==> config.mk <==
export PLATFORM = sky130hd
export DESIGN_NAME = skidbuf_chain
export DESIGN_NICKNAME = d
export VERILOG_FILES = /design/src/rtl/skidbuf_chain.sv
export SDC_FILE = /design/constraint.sdc
export NUM_CORES = 1
export LEC_CHECK = 0
export ABC_AREA = 1
export CORE_MARGIN = 1.5
export CORE_UTILIZATION = 25
export CTS_CLUSTER_SIZE = 10
export DETAILED_ROUTE_END_ITERATION = 10
export GPL_TIMING_DRIVEN = 0
export HOLD_SLACK_MARGIN = 0.08
export SLEW_MARGIN = 20
export SYNTH_ARGS = -nofsm -noshare
export SYNTH_HDL_FRONTEND = slang
export SYNTH_SLANG_ARGS = --single-unit
==> constraint.sdc <==
create_clock -name clk -period 3.1 [get_ports clk]
set_input_delay 0.775 -clock clk [delete_from_list [all_inputs] [get_ports clk]]
set_output_delay 0.775 -clock clk [all_outputs]
set_load 0.02 [all_outputs]
==> src/rtl/skidbuf_chain.sv <==
// Chain of STAGES skid-buffer slices on a valid/ready stream, with synchronous
// flush, live occupancy count and a sticky high-watermark.
module skidbuf_chain #(
  parameter int WIDTH  = 8,
  parameter int STAGES = 2,
  parameter int CW     = $clog2(2*STAGES+1)
) (
  input  logic             clk,
  input  logic             reset_n,
  input  logic             flush,
  input  logic             s_valid,
  output logic             s_ready,
  input  logic [WIDTH-1:0] s_data,
  output logic             m_valid,
  input  logic             m_ready,
  output logic [WIDTH-1:0] m_data,
  output logic [CW-1:0]    count,
  output logic [CW-1:0]    max_count
);

  // Encoding keeps bit 0 as the output-valid flag and bit 1 as the skid-valid flag.
  typedef enum logic [1:0] {
    EMPTY = 2'b00,
    BUSY  = 2'b01,
    FULL  = 2'b11
  } stage_e;

  stage_e           state_q [STAGES];
  stage_e           state_d [STAGES];
  logic [WIDTH-1:0] od_q    [STAGES];
  logic [WIDTH-1:0] sd_q    [STAGES];
  logic [WIDTH-1:0] din     [STAGES];

  logic [STAGES-1:0] ov, sv, in_fire, out_fire, ld_od, od_from_sd, ld_sd;
  logic [CW-1:0]     count_q, count_d, max_q, max_d;

  always_comb begin
    for (int unsigned i = 0; i < STAGES; i++) begin
      ov[i] = (state_q[i] != EMPTY);
      sv[i] = (state_q[i] == FULL);
    end
  end

  assign s_ready   = !sv[0] && !flush;
  assign m_valid   = ov[STAGES-1];
  assign m_data    = od_q[STAGES-1];
  assign count     = count_q;
  assign max_count = max_q;

  always_comb begin
    out_fire[STAGES-1] = ov[STAGES-1] && m_ready;
    for (int unsigned i = 0; i + 1 < STAGES; i++) begin
      out_fire[i] = ov[i] && !sv[i+1];
    end
    in_fire[0] = s_valid && s_ready;
    din[0]     = s_data;
    for (int unsigned i = 1; i < STAGES; i++) begin
      in_fire[i] = out_fire[i-1];
      din[i]     = od_q[i-1];
    end

    for (int unsigned i = 0; i < STAGES; i++) begin
      state_d[i]    = state_q[i];
      ld_od[i]      = 1'b0;
      od_from_sd[i] = 1'b0;
      ld_sd[i]      = 1'b0;
      unique case (state_q[i])
        EMPTY: begin
          if (in_fire[i]) begin
            state_d[i] = BUSY;
            ld_od[i]   = 1'b1;
          end
        end
        BUSY: begin
          if (in_fire[i] && !out_fire[i]) begin
            state_d[i] = FULL;
            ld_sd[i]   = 1'b1;
          end else if (in_fire[i] && out_fire[i]) begin
            ld_od[i]   = 1'b1;
          end else if (out_fire[i]) begin
            state_d[i] = EMPTY;
          end
        end
        FULL: begin
          if (out_fire[i]) begin
            state_d[i]    = BUSY;
            ld_od[i]      = 1'b1;
            od_from_sd[i] = 1'b1;
          end
        end
        default: state_d[i] = EMPTY;
      endcase
      if (flush) state_d[i] = EMPTY;
    end

    if (flush) count_d = '0;
    else       count_d = count_q + CW'(in_fire[0]) - CW'(out_fire[STAGES-1]);
    max_d = (count_d > max_q) ? count_d : max_q;
  end

  always_ff @(posedge clk or negedge reset_n) begin
    if (!reset_n) begin
      for (int unsigned i = 0; i < STAGES; i++) state_q[i] <= EMPTY;
      count_q <= '0;
      max_q   <= '0;
    end else begin
      for (int unsigned i = 0; i < STAGES; i++) state_q[i] <= state_d[i];
      count_q <= count_d;
      max_q   <= max_d;
    end
  end

  always_ff @(posedge clk) begin
    for (int unsigned i = 0; i < STAGES; i++) begin
      if (ld_sd[i]) sd_q[i] <= din[i];
      if (ld_od[i]) od_q[i] <= od_from_sd[i] ? sd_q[i] : din[i];
    end
  end

endmodule

* Word level (Yosys, flattened, before mapping)
Memories as Yosys holds them, arrays and structs flattened.
Cells that the tools add are included.
** Storage, ports and cells
- Input port bits :: 13
- Memories kept :: 2
- Word-level logic and storage cells :: 83
- Bits in writable memories :: 32
- Bits in registers :: 10
- Output and inout bits :: 16
** Memories
- od_q :: depth 2, width 8, rd ports 2, clocked after memory_dff 0, wr ports 2, line 30 : logic [WIDTH-1:0] od_q [STAGES];
- sd_q :: depth 2, width 8, rd ports 2, clocked after memory_dff 0, wr ports 1, line 31 : logic [WIDTH-1:0] sd_q [STAGES];
** Operators by class
- Multiplexer cells :: 42
- Reduce and logical (&&, ||, !) cells :: 20
- Eq/ne operators :: 12
- Order comparisons :: 1
- Add/subtract/negate cells :: 2
** Operators by type and width (count)
- $mux W8 :: 3
- $mux W1 :: 23
- $mux W2 :: 11
- $ne A4 B4 Y1 const B :: 4
- $pmux W2 S3 :: 2
- $logic_and A1 B1 Y1 :: 8
- $reduce_and A4 Y1 :: 2
- $reduce_or A8 Y1 :: 1
- $ne A3 B2 Y1 const B :: 2
- $ne A3 B3 Y1 const B :: 2
- $pmux W1 S3 :: 2
- $logic_not A1 Y1 :: 5
- $eq A2 B1 Y1 const B :: 2
- $eq A2 B2 Y1 const B :: 2
- $logic_not A2 Y1 :: 2
- $reduce_bool A2 Y1 :: 2
- $add A3 B1 Y3 :: 1
- $gt A3 B3 Y1 :: 1
- $mux W3 :: 1
- $sub A3 B1 Y3 :: 1

* Depth between registers and ports, before layout
Gate-level depths: netlist of run 1.
- Depth in word-level cells :: 10
- Depth in mapped cells :: 18

* Least setup slack after synthesis of run 1
Ideal clock, no wire load.
- Path kind :: input-to-reg
- Start :: input port flush
- End :: register max_q[1], in the netlist max_count[1]
- Path buffers :: 0
- Required time :: 2974 ps
- Arrival time :: 2694 ps
- Stages on the path :: 16
- Setup time :: 126 ps
- Slack :: 279 ps
- Cells stage by stage :: nor2_4 -> nand2_4 -> xor2_1 -> ha_1 -> inv_1 -> fa_1 -> nand2_1 -> nand2_1 -> nor2_1 -> ha_1 -> a21oi_1 -> nand2_1 -> nand2_1 -> inv_1 -> nand2_1 -> o21ai_0
** On the way
- Cells in the longest elaborated chain, start to end :: 7
** Ends and longest elaborated chain
- from (decl) :: line 10 : input logic flush,
- $logic_not A1 Y1 :: line 44 : assign s_ready = !sv[0] && !flush;
- $logic_and A1 B1 Y1 :: line 44
- $logic_and A1 B1 Y1 :: line 55 : in_fire[0] = s_valid && s_ready;
- $add A3 B1 Y3 :: line 97 : else count_d = count_q + CW'(in_fire[0]) - CW'(out_fire[STAGES-1]);
- $sub A3 B1 Y3 :: line 97
- $mux W3 (*) :: line 96 : if (flush) count_d = '0;
- named net count_d[2] :: line 35 : logic [CW-1:0] count_q, count_d, max_q, max_d;
- $gt A3 B3 Y1 (*) :: line 98 : max_d = (count_d > max_q) ? count_d : max_q;
- to (signal assigned) :: line 109 : max_q <= max_d;
- to (decl) :: line 35
The timed path passes the listed nets; every way through them passes the cells marked *.
A chain may end at the register's enable or synchronous reset.

* Final worst setup path of run 1
- Start :: input port m_ready
- End :: register max_q[1], in the netlist max_count[1]
** On the way
- Cells in the longest elaborated chain, start to end :: 4
** Ends and longest elaborated chain
- from (decl) :: line 15 : input logic m_ready,
- $logic_and A1 B1 Y1 (*) :: line 51 : out_fire[STAGES-1] = ov[STAGES-1] && m_ready;
- $sub A3 B1 Y3 (*) :: line 97
- $mux W3 (*) :: line 96
- named net count_d[1] :: line 35
- $gt A3 B3 Y1 :: line 98
Marked as above.

==> flow_summary.json, run 1 <==
{
  "whs_endpoint": "sd_q[0][8]$_DFFE_PP_",
  "slowest_delay_ps": 470,
  "port_buffers": 28,
  "fin_cells": 294,
  "syn_area_mm2": 0.00197,
  "fin_setup_tns_ps": 0,
  "placed_area_mm2": 0.00237,
  "io_pins": 29,
  "critPathArrivalTime_ps": 3100,
  "worst_pin_slew_ps": 808,
  "synth_cell_types": 23,
  "vias_per_cell": 3.97,
  "num_vias": 1167,
  "worstHoldPathType": "reg -> reg",
  "grt_max_degree": 15,
  "syn_to_final_growth_pct": 26.7,
  "cts.sinks": 42,
  "utilization": 0.324,
  "cts_made_buffers": 5,
  "drv_slew": 0,
  "preCtsSetupSlack_ps": -636,
  "final_area_mm2": 0.00249,
  "grt_pass1_wl_um": 5460,
  "fin_ws_ps": 182,
  "critical_path.cell_chain": "clkdlybuf4s50_1 > nand2_2 > xor2_2 > ha_1 > inv_1 > fa_2 > nor2_1 > ha_1 > nand3b_1 > nand2_1 > nand2_2 > inv_1 > nand2_1 > o21ai_1",
  "final_antenna_net_count": 0,
  "clock_skew_ps": 3.25,
  "cp_slowest_cell": "clkdlybuf4s50_1",
  "dieArea_mm2": 0.00841,
  "drive_above_1_share": 0.224,
  "drt_iter0_drc": 35,
  "initial_utilization": 0.256,
  "avgRoutedWirePerCell_um": 11.1,
  "clockBufferDepth": 2,
  "h-tree-depth": 2,
  "cp-start-kind": "input port",
  "r2r-start": "state_q[2]$_DFFE_PN0P_",
  "fmax_ghz": 0.343,
  "period_needed_ps": 2920,
  "track_usage": 0.0833,
  "cts_root_buffer": "clkbuf_8",
  "syn_inst": 155,
  "nFillCells": 787,
  "hold_violations": 0,
  "ir_drop_v": 0.000190,
  "fin_nets": 217,
  "die_x_um": 91.7,
  "relSlewSlack": 0.459,
  "ctsHoldBuffers": 0,
  "synth_nets": 181,
  "cts_tree": "yes",
  "antenna_found_initial": 0,
  "setup-violations-final": 0,
  "core.rowCount": 32,
  "status": "finished clean",
  "antenna_cells": 0,
  "r2r_cells": 15,
  "wl_um": 3270,
  "power_density_mw_per_mm2": 837,
  "crit_family": "adder cells",
  "power_mw": 2.09,
  "fin_hold_ws_ps": 454,
  "worst_setup_path_end_kind": "register",
  "gr-total-overflow": 0,
  "drc": 0,
  "clkTransAtPathRegs_ps": 80,
  "finalCritPeriodShare": 0.941,
  "worstPathRequired_ps": 3280,
  "coreArea_mm2": 0.00769,
  "first_global_vias": 1185,
  "insertion_delay_ps": 290,
  "p_leak_nw": 1.02,
  "maxCapViolCount": 0,
  "grt_setup_unrepaired": "no",
  "worst-path-buf-inv": 3,
  "dp_cells": 285,
  "cp_max_fo": 5,
  "place_congestion": 0.731,
  "hp-start": "od_q[0][0]$_DFFE_PP_",
  "yosysWarnings": 0,
  "critPathKind": "in -> reg",
  "die_h_um": 91.7,
  "rr_endpoint": "max_count[1]$_DFFE_PN0N_",
  "synth_seq_cells": 42,
  "rrSetupSlack_ps": 240,
  "whs_path_depth": 0,
  "hpwl_um": 2470,
  "ys_seq_area_frac": 0.616,
  "drtPass1Iterations": 4,
  "syn-mean-instance-area_um2": 12.7
}
-- cells by family (layout without fill, tap and decap cells) --
family          after synthesis  count (layout)  share of synthesized area
flops                        42              42                      0.616
buf+inv                      20              57                     0.0382
xor+xnor                      2               2                    0.00891
simple gates                 50              50                      0.125
mux                          16              16                     0.0916
fa+ha+maj                    13              13                     0.0865
compound gates               12              12                     0.0337
-- worst max-delay path by stage --
| stage | startpoint | end | cells after the start |
|---|---|---|---|
| 2_1_floorplan | flush | max_count[1]$_DFFE_PN0N_ | 16 |
| 3_5_place_dp | flush | max_count[1]$_DFFE_PN0N_ | 17 |
| 5_1_grt | m_ready | max_count[1]$_DFFE_PN0N_ | 16 |
| 4_1_cts | flush | max_count[1]$_DFFE_PN0N_ | 16 |
| 3_3_place_gp | flush | max_count[1]$_DFFE_PN0N_ | 17 |
| 6_report | m_ready | max_count[1]$_DFFE_PN0N_ | 14 |
-- cells in the mapped netlist (all sizes together) --
| library cell | count | area share |
|---|---|---|
| nand4 | 2 | 0.0064 |
| o21ai | 5 | 0.015 |
| ha | 12 | 0.076 |
| nand3 | 5 | 0.015 |
| a31oi | 2 | 0.0064 |
| mux2 | 16 | 0.092 |
| or2 | 1 | 0.0032 |
| nor2 | 9 | 0.025 |
| nand3b | 1 | 0.0038 |
| nor3 | 1 | 0.0025 |
| xor2 | 2 | 0.0089 |
| inv | 20 | 0.038 |
| edfxtp | 32 | 0.49 |
| a21oi | 5 | 0.013 |
| nand2 | 31 | 0.069 |
| fa | 1 | 0.010 |
| dfrtp | 10 | 0.13 |
-- layout make-up --
| type | count | area, um^2 | area share |
|---|---|---|---|
| Clock buffer | 5 | 68.8 | 0.0276 |
| Sequential cell | 42 | 1210 | 0.486 |
| Multi-Input combinational cell | 93 | 703 | 0.282 |
| Clock inverter | 3 | 21.3 | 0.00853 |
| Timing Repair Buffer | 29 | 285 | 0.114 |
| Inverter | 20 | 75.1 | 0.0301 |
| Tap cell | 102 | 128 | 0.0512 |
-- power breakdown --
part           switching, mW  leakage [nW]  total (mW)  internal, mW
Combinational          0.518         0.547       0.877         0.359
Sequential            0.0692         0.426       0.859         0.790
Clock                  0.191        0.0441       0.350         0.158
-- registers in the layout (all words and copies together), names as in the netlist --
| name | cells |
|---|---|
| max_count | 3 |
| od_q | 16 |
| sd_q | 16 |
| state_q | 4 |
| count | 3 |
-- per-layer routing --
| layer | GRT usage | share of wire | up-vias |
|---|---|---|---|
| met3 | 0.0232 | 0.037 | 5 |
| met1 | 0.0994 | 0.46 | 542 |
| met2 | 0.139 | 0.49 | 20 |
| met4 | 0.0385 | 0.017 | 0 |
| li1 | - | - | 600 |
| met5 | 0 | 0 | - |
-- timing repair --
action | 4_1_cts | 5_1_grt
buffers inserted | 0 | 1
gates resized for setup | 2 | 9
endpoints found under the setup margin | 3 | 3
pin swaps | 0 | 3
-- placed cells by master (no fill, tap or decap), types with 3 or more instances in the layout --
cell,Yosys,routed
edfxtp_1,32,32
nand2_1,27,26
clkdlybuf4s50_1,0,26
inv_1,17,17
mux2_2,16,16
ha_1,12,12
dfrtp_1,10,10
nor2_1,7,5
a21oi_1,5,5
clkbuf_8,0,5
nand3_1,4,4
inv_2,3,3
nand2_2,2,3
nor2_4,2,3
o21ai_0,4,3
Note: power is estimated with default switching activity, not from simulation.
==> run 2, diff against run 1 <==
--- a/config.mk
+++ b/config.mk
@@ -12,6 +12,7 @@
 export DETAILED_ROUTE_END_ITERATION = 10
 export GPL_TIMING_DRIVEN = 0
 export HOLD_SLACK_MARGIN = 0.08
+export SETUP_SLACK_MARGIN = 0.15
 export SLEW_MARGIN = 20
 export SYNTH_ARGS = -nofsm -noshare
 export SYNTH_HDL_FRONTEND = slang
==> run 2 against run 1 <==
Effect of this change:
- die area stayed put
- global-route usage is 0.071 points higher
- wire length hardly changed
- register-to-register slack better by 120 ps
- clock skew hardly changed
- via count is 0.60% higher
- cell count is 0.34% higher
- final area is 1.3% higher
- sequential power hardly changed
==> flow_summary.json, run 2 (synthesis results as in run 1) <==
{
  "clkTransAtPathRegs_ps": 80,
  "wl_um": 3280,
  "fin_ws_ps": 356,
  "layout_commonest_cell": "edfxtp_1",
  "grt_pass1_wl_um": 5510,
  "relSlewSlack": 0.459,
  "cts_root_buffer": "clkbuf_8",
  "cts.sinks": 42,
  "hp-start": "od_q[0][0]$_DFFE_PP_",
  "multiInputGateArea_um2": 723,
  "finalCritPeriodShare": 0.885,
  "port_buffers": 28,
  "whs_endpoint": "sd_q[0][8]$_DFFE_PP_",
  "fmax_ghz": 0.364,
  "power_mw": 2.12,
  "vias_per_cell": 3.98,
  "cts_tree": "yes",
  "worst_pin_slew_ps": 808,
  "maxCapViolCount": 0,
  "syn_to_final_growth_pct": 28.4,
  "critPathKind": "reg -> reg",
  "cp_max_fo": 4,
  "core.rowCount": 32,
  "dp_cells": 285,
  "grt_setup_unrepaired": "no",
  "drv_slew": 0,
  "dieArea_mm2": 0.00841,
  "num_vias": 1174,
  "coreArea_mm2": 0.00769,
  "drc": 0,
  "ir_drop_v": 0.000192,
  "final_cell_mix": "edfxtp_1, nand2_1, clkdlybuf4s50_1, inv_1, mux2_2",
  "die_h_um": 91.7,
  "grt_max_degree": 15,
  "r2r-start": "state_q[2]$_DFFE_PN0P_",
  "final_area_mm2": 0.00252,
  "placed_area_mm2": 0.00237,
  "fin_nets": 218,
  "whs_path_depth": 0,
  "nFillCells": 788,
  "rrSetupSlack_ps": 360,
  "fin_cells": 295,
  "top_regs": "od_q x16, sd_q x16, state_q x4",
  "die_x_um": 91.7,
  "clock_skew_ps": 3.31,
  "antenna_cells": 0,
  "place_congestion": 0.731,
  "cp-startpoint": "state_q[2]$_DFFE_PN0P_",
  "cts_made_buffers": 5,
  "fin_setup_tns_ps": 0,
  "track_usage": 0.0840,
  "hpwl_um": 2470,
  "power_density_mw_per_mm2": 842,
  "hold_violations": 0,
  "utilization": 0.328,
  "drive_above_1_share": 0.238,
  "drtPass1Iterations": 4,
  "final_antenna_net_count": 0,
  "worstPathRequired_ps": 3280,
  "drt_iter0_drc": 38,
  "rr_endpoint": "max_count[1]$_DFFE_PN0N_",
  "io_pins": 29,
  "critPathArrivalTime_ps": 2930,
  "avgRoutedWirePerCell_um": 11.1,
  "fin_hold_ws_ps": 454,
  "gr-total-overflow": 0,
  "setup-violations-final": 0,
  "first_global_vias": 1201,
  "worstHoldPathType": "reg -> reg",
  "h-tree-depth": 2,
  "antenna_found_initial": 0,
  "layout.area.seq_mm2": 0.00121,
  "status": "finished clean",
  "initial_utilization": 0.256,
  "r2r_cells": 15,
  "clockBufferDepth": 2,
  "p_leak_nw": 1.03,
  "preCtsSetupSlack_ps": -636,
  "worst_setup_path_end_kind": "register",
  "cp-start-kind": "register",
  "period_needed_ps": 2740,
  "insertion_delay_ps": 290
}
==> run 2: cell types whose count changed in the layout (fill, tap and decap cells not counted), sizes merged <==
cell           delta
clkbuf            -1
clkdlybuf4s50     -1
dlygate4sd2       +1
clkdlybuf4s15     +1
buf               +1
==> run 2: layout make-up <==
class                   instances  share of cell area
inverters                      20              0.0297
well taps                     102              0.0505
clock inverters                 3             0.00842
repair buffers                 30               0.118
clock buffers                   5              0.0273
multi-input cells              93               0.286
flip-flops and latches         42               0.480
==> run 2: metal layers <==
layer,track usage,vias to the layer above,share of wire
met3,0.0232,5,0.041
met2,0.141,21,0.48
met5,0,-,0
li1,-,600,-
met1,0.100,548,0.46
met4,0.0385,0,0.017
==> run 2: how the worst max path moves through the flow <==
| stage | endpoint | slack [ps] | cells after the start |
|---|---|---|---|
| floorplan | max_count[1]$_DFFE_PN0N_ | 280 | 16 |
| global route | max_count[1]$_DFFE_PN0N_ | 200 | 17 |
| CTS | max_count[1]$_DFFE_PN0N_ | 170 | 16 |
| detailed placement | max_count[1]$_DFFE_PN0N_ | -640 | 17 |
| finish | max_count[1]$_DFFE_PN0N_ | 360 | 15 |
| global placement | max_count[1]$_DFFE_PN0N_ | -570 | 17 |
==> run 2: worst max-delay path, stage by stage, from the launching register on <==
cell      delay (ps)
dfrtp_1          430
ha_1             310
nor2_4           170
nand2_4           70
xor2_2           140
ha_1             170
inv_1             70
fa_2             430
nor2_2           150
ha_1             270
nand3b_1          80
nand2_1           60
nand2_2           90
inv_1             70
nand2_1           50
o21ai_1           60
==> run 2: repair_timing <==
action                     4_1_cts  5_1_grt
setup buffers                    1        1
resized for setup                9        6
hold endpoints to repair         0        0
cloned                           0        0
hold buffers                     0        0
setup endpoints to repair        4        3
pin swaps                        3        3
==> run 2: power breakdown <==
group | switching [mW] | leakage (nW) | internal (mW) | total [mW]
Sequential | 0.0693 | 0.426 | 0.790 | 0.859
Combinational | 0.531 | 0.560 | 0.384 | 0.915
Clock | 0.192 | 0.0441 | 0.158 | 0.350
Total | 0.793 | 1.03 | 1.33 | 2.12
==> run 3, diff against run 2 <==
--- a/config.mk
+++ b/config.mk
@@ -7,11 +7,12 @@
 export LEC_CHECK = 0
 export ABC_AREA = 1
 export CORE_MARGIN = 1.5
-export CORE_UTILIZATION = 25
+export CORE_UTILIZATION = 45
 export CTS_CLUSTER_SIZE = 10
 export DETAILED_ROUTE_END_ITERATION = 10
 export GPL_TIMING_DRIVEN = 0
 export HOLD_SLACK_MARGIN = 0.08
+export PLACE_DENSITY = 0.68
 export SETUP_SLACK_MARGIN = 0.15
 export SLEW_MARGIN = 20
 export SYNTH_ARGS = -nofsm -noshare
==> run 3 against run 2 <==
Effect of this change:
- die area is 43% lower
- critical endpoint is now max_count[2]$_DFFE_PN0N_
- sequential power barely moved
- largest cell class unchanged
- core utilization rose by 28 points
- sequential share of layout area rose by 0.77 points
- first-iteration DRC count rose by 13%
- critical path type unchanged
- sequential cell count did not move
- critical path depth stayed put
==> flow_summary.json, run 3 (synthesis results as in run 1) <==
{
  "top_regs": "od_q x16, sd_q x16, state_q x4",
  "drtPass1Iterations": 4,
  "wl_um": 3590,
  "clockBufferDepth": 2,
  "track_usage": 0.161,
  "first_global_vias": 1339,
  "preCtsSetupSlack_ps": -687,
  "port_buffers": 28,
  "core.rowCount": 23,
  "final_cell_mix": "edfxtp_1, clkdlybuf4s50_1, nand2_1, inv_1, mux2_2",
  "crit_end": "max_count[2]$_DFFE_PN0N_",
  "gr-total-overflow": 0,
  "fmax_ghz": 0.355,
  "final_antenna_net_count": 0,
  "place_congestion": 0.827,
  "fin_nets": 219,
  "utilization": 0.608,
  "fin_ws_ps": 282,
  "grt_setup_unrepaired": "no",
  "cp-startpoint": "state_q[2]$_DFFE_PN0P_",
  "antenna_cells": 0,
  "io_pins": 29,
  "finalCritPeriodShare": 0.909,
  "final_area_mm2": 0.00248,
  "initial_utilization": 0.481,
  "antenna_found_initial": 0,
  "cts_root_buffer": "clkbuf_8",
  "cp-start-kind": "register",
  "grt_max_degree": 14,
  "critPathArrivalTime_ps": 3010,
  "critPathKind": "reg -> reg",
  "num_vias": 1253,
  "cts_tree": "yes",
  "ir_drop_v": 0.000726,
  "insertion_delay_ps": 290,
  "drive_above_1_share": 0.258,
  "clkTransAtPathRegs_ps": 80,
  "setup-violations-final": 0,
  "r2r-start": "state_q[2]$_DFFE_PN0P_",
  "maxCapViolCount": 0,
  "cp_max_fo": 4,
  "r2r_cells": 15,
  "coreArea_mm2": 0.00409,
  "syn_to_final_growth_pct": 26.3,
  "status": "finished clean",
  "rr_endpoint": "max_count[2]$_DFFE_PN0N_",
  "hold_violations": 0,
  "vias_per_cell": 5.14,
  "cts_made_buffers": 5,
  "whs_path_depth": 0,
  "worst_pin_slew_ps": 842,
  "drv_slew": 0,
  "power_density_mw_per_mm2": 927,
  "period_needed_ps": 2820,
  "avgRoutedWirePerCell_um": 14.7,
  "ctsHoldBuffers": 0,
  "h-tree-depth": 2,
  "relSlewSlack": 0.436,
  "placed_area_mm2": 0.00231,
  "hpwl_um": 2580,
  "worstPathRequired_ps": 3290,
  "die_h_um": 69.1,
  "rrSetupSlack_ps": 280,
  "layout_commonest_cell": "edfxtp_1",
  "hp-start": "od_q[0][2]$_DFFE_PP_",
  "die_x_um": 69.1,
  "dieArea_mm2": 0.00478,
  "worst_setup_path_end_kind": "register",
  "clock_skew_ps": 6.31,
  "nFillCells": 347,
  "drc": 0,
  "cts.sinks": 42,
  "worstHoldPathType": "reg -> reg",
  "drt_iter0_drc": 43,
  "grt_pass1_wl_um": 6120,
  "power_mw": 2.30,
  "p_leak_nw": 1.03
}
==> run 3: cell count changes in the layout (fill, tap and decap cells not counted), sizes merged <==
cell	before	now
buf	2	4
clkinv	2	0
bufinv	0	1
clkbuf	5	6
clkdlybuf4s15	1	0
==> run 3: how the worst min path moves through the flow <==
| stage | endpoint | slack [ps] |
|---|---|---|
| floorplan | sd_q[0][10]$_DFFE_PP_ | 420 |
| global placement | sd_q[0][10]$_DFFE_PP_ | 430 |
| detailed placement | sd_q[0][10]$_DFFE_PP_ | 440 |
| CTS | sd_q[0][10]$_DFFE_PP_ | 460 |
| global route | sd_q[0][11]$_DFFE_PP_ | 470 |
| finish | sd_q[0][10]$_DFFE_PP_ | 460 |
==> run 3: where the power goes <==
group / internal [mW] / switching [mW] / total, mW
logic: 0.432 / 0.592 / 1.02
clock network: 0.240 / 0.182 / 0.422
registers: 0.790 / 0.0684 / 0.858
==> run 3: metal layers <==
| layer | vias to the layer above | routed length [um] | track usage |
|---|---|---|---|
| met5 | - | 0 | 0 |
| met4 | 0 | 63 | 0.0588 |
| met3 | 10 | 164 | 0.0512 |
| met2 | 43 | 1870 | 0.277 |
| met1 | 598 | 1490 | 0.188 |
| li1 | 602 | - | - |
==> run 3: final cells by class <==
cell class,count,area (um^2),share of cell area
sequential,42,1210,0.487
multi-input combinational,93,727,0.293
timing repair buffer,31,299,0.120
inverter,20,75.1,0.0302
clock buffer,6,72.6,0.0292
tap,50,62.6,0.0252
clock inverter,2,37.5,0.0151
==> run 3: critical path, cell delays in order, from the launching register on <==
cell and delay, ps:
dfrtp_1 420, ha_1 310, nor2_4 150, nand2_4 70, xor2_1 150, ha_2 190
inv_1 50, fa_2 530, nor2_2 60, ha_1 310, nand3b_1 90, nand2_1 80
nand2_2 80, buf_4 140, nand2_1 50, nand2_1 50
==> run 3: timing repair <==
action	4_1_cts	5_1_grt
endpoints found under the setup margin	4	2
buffers inserted	2	1
resized for setup	12	9
pin swaps	4	10
==> run 3: per-stage QoR <==
stage	std cells	setup TNS, ps	hold WS [ps]
finish	244	0	462
global route	244	0	473
CTS	243	0	463
detailed placement	233	-1850	439
global placement	233	-1380	434
floorplan	155	0	420
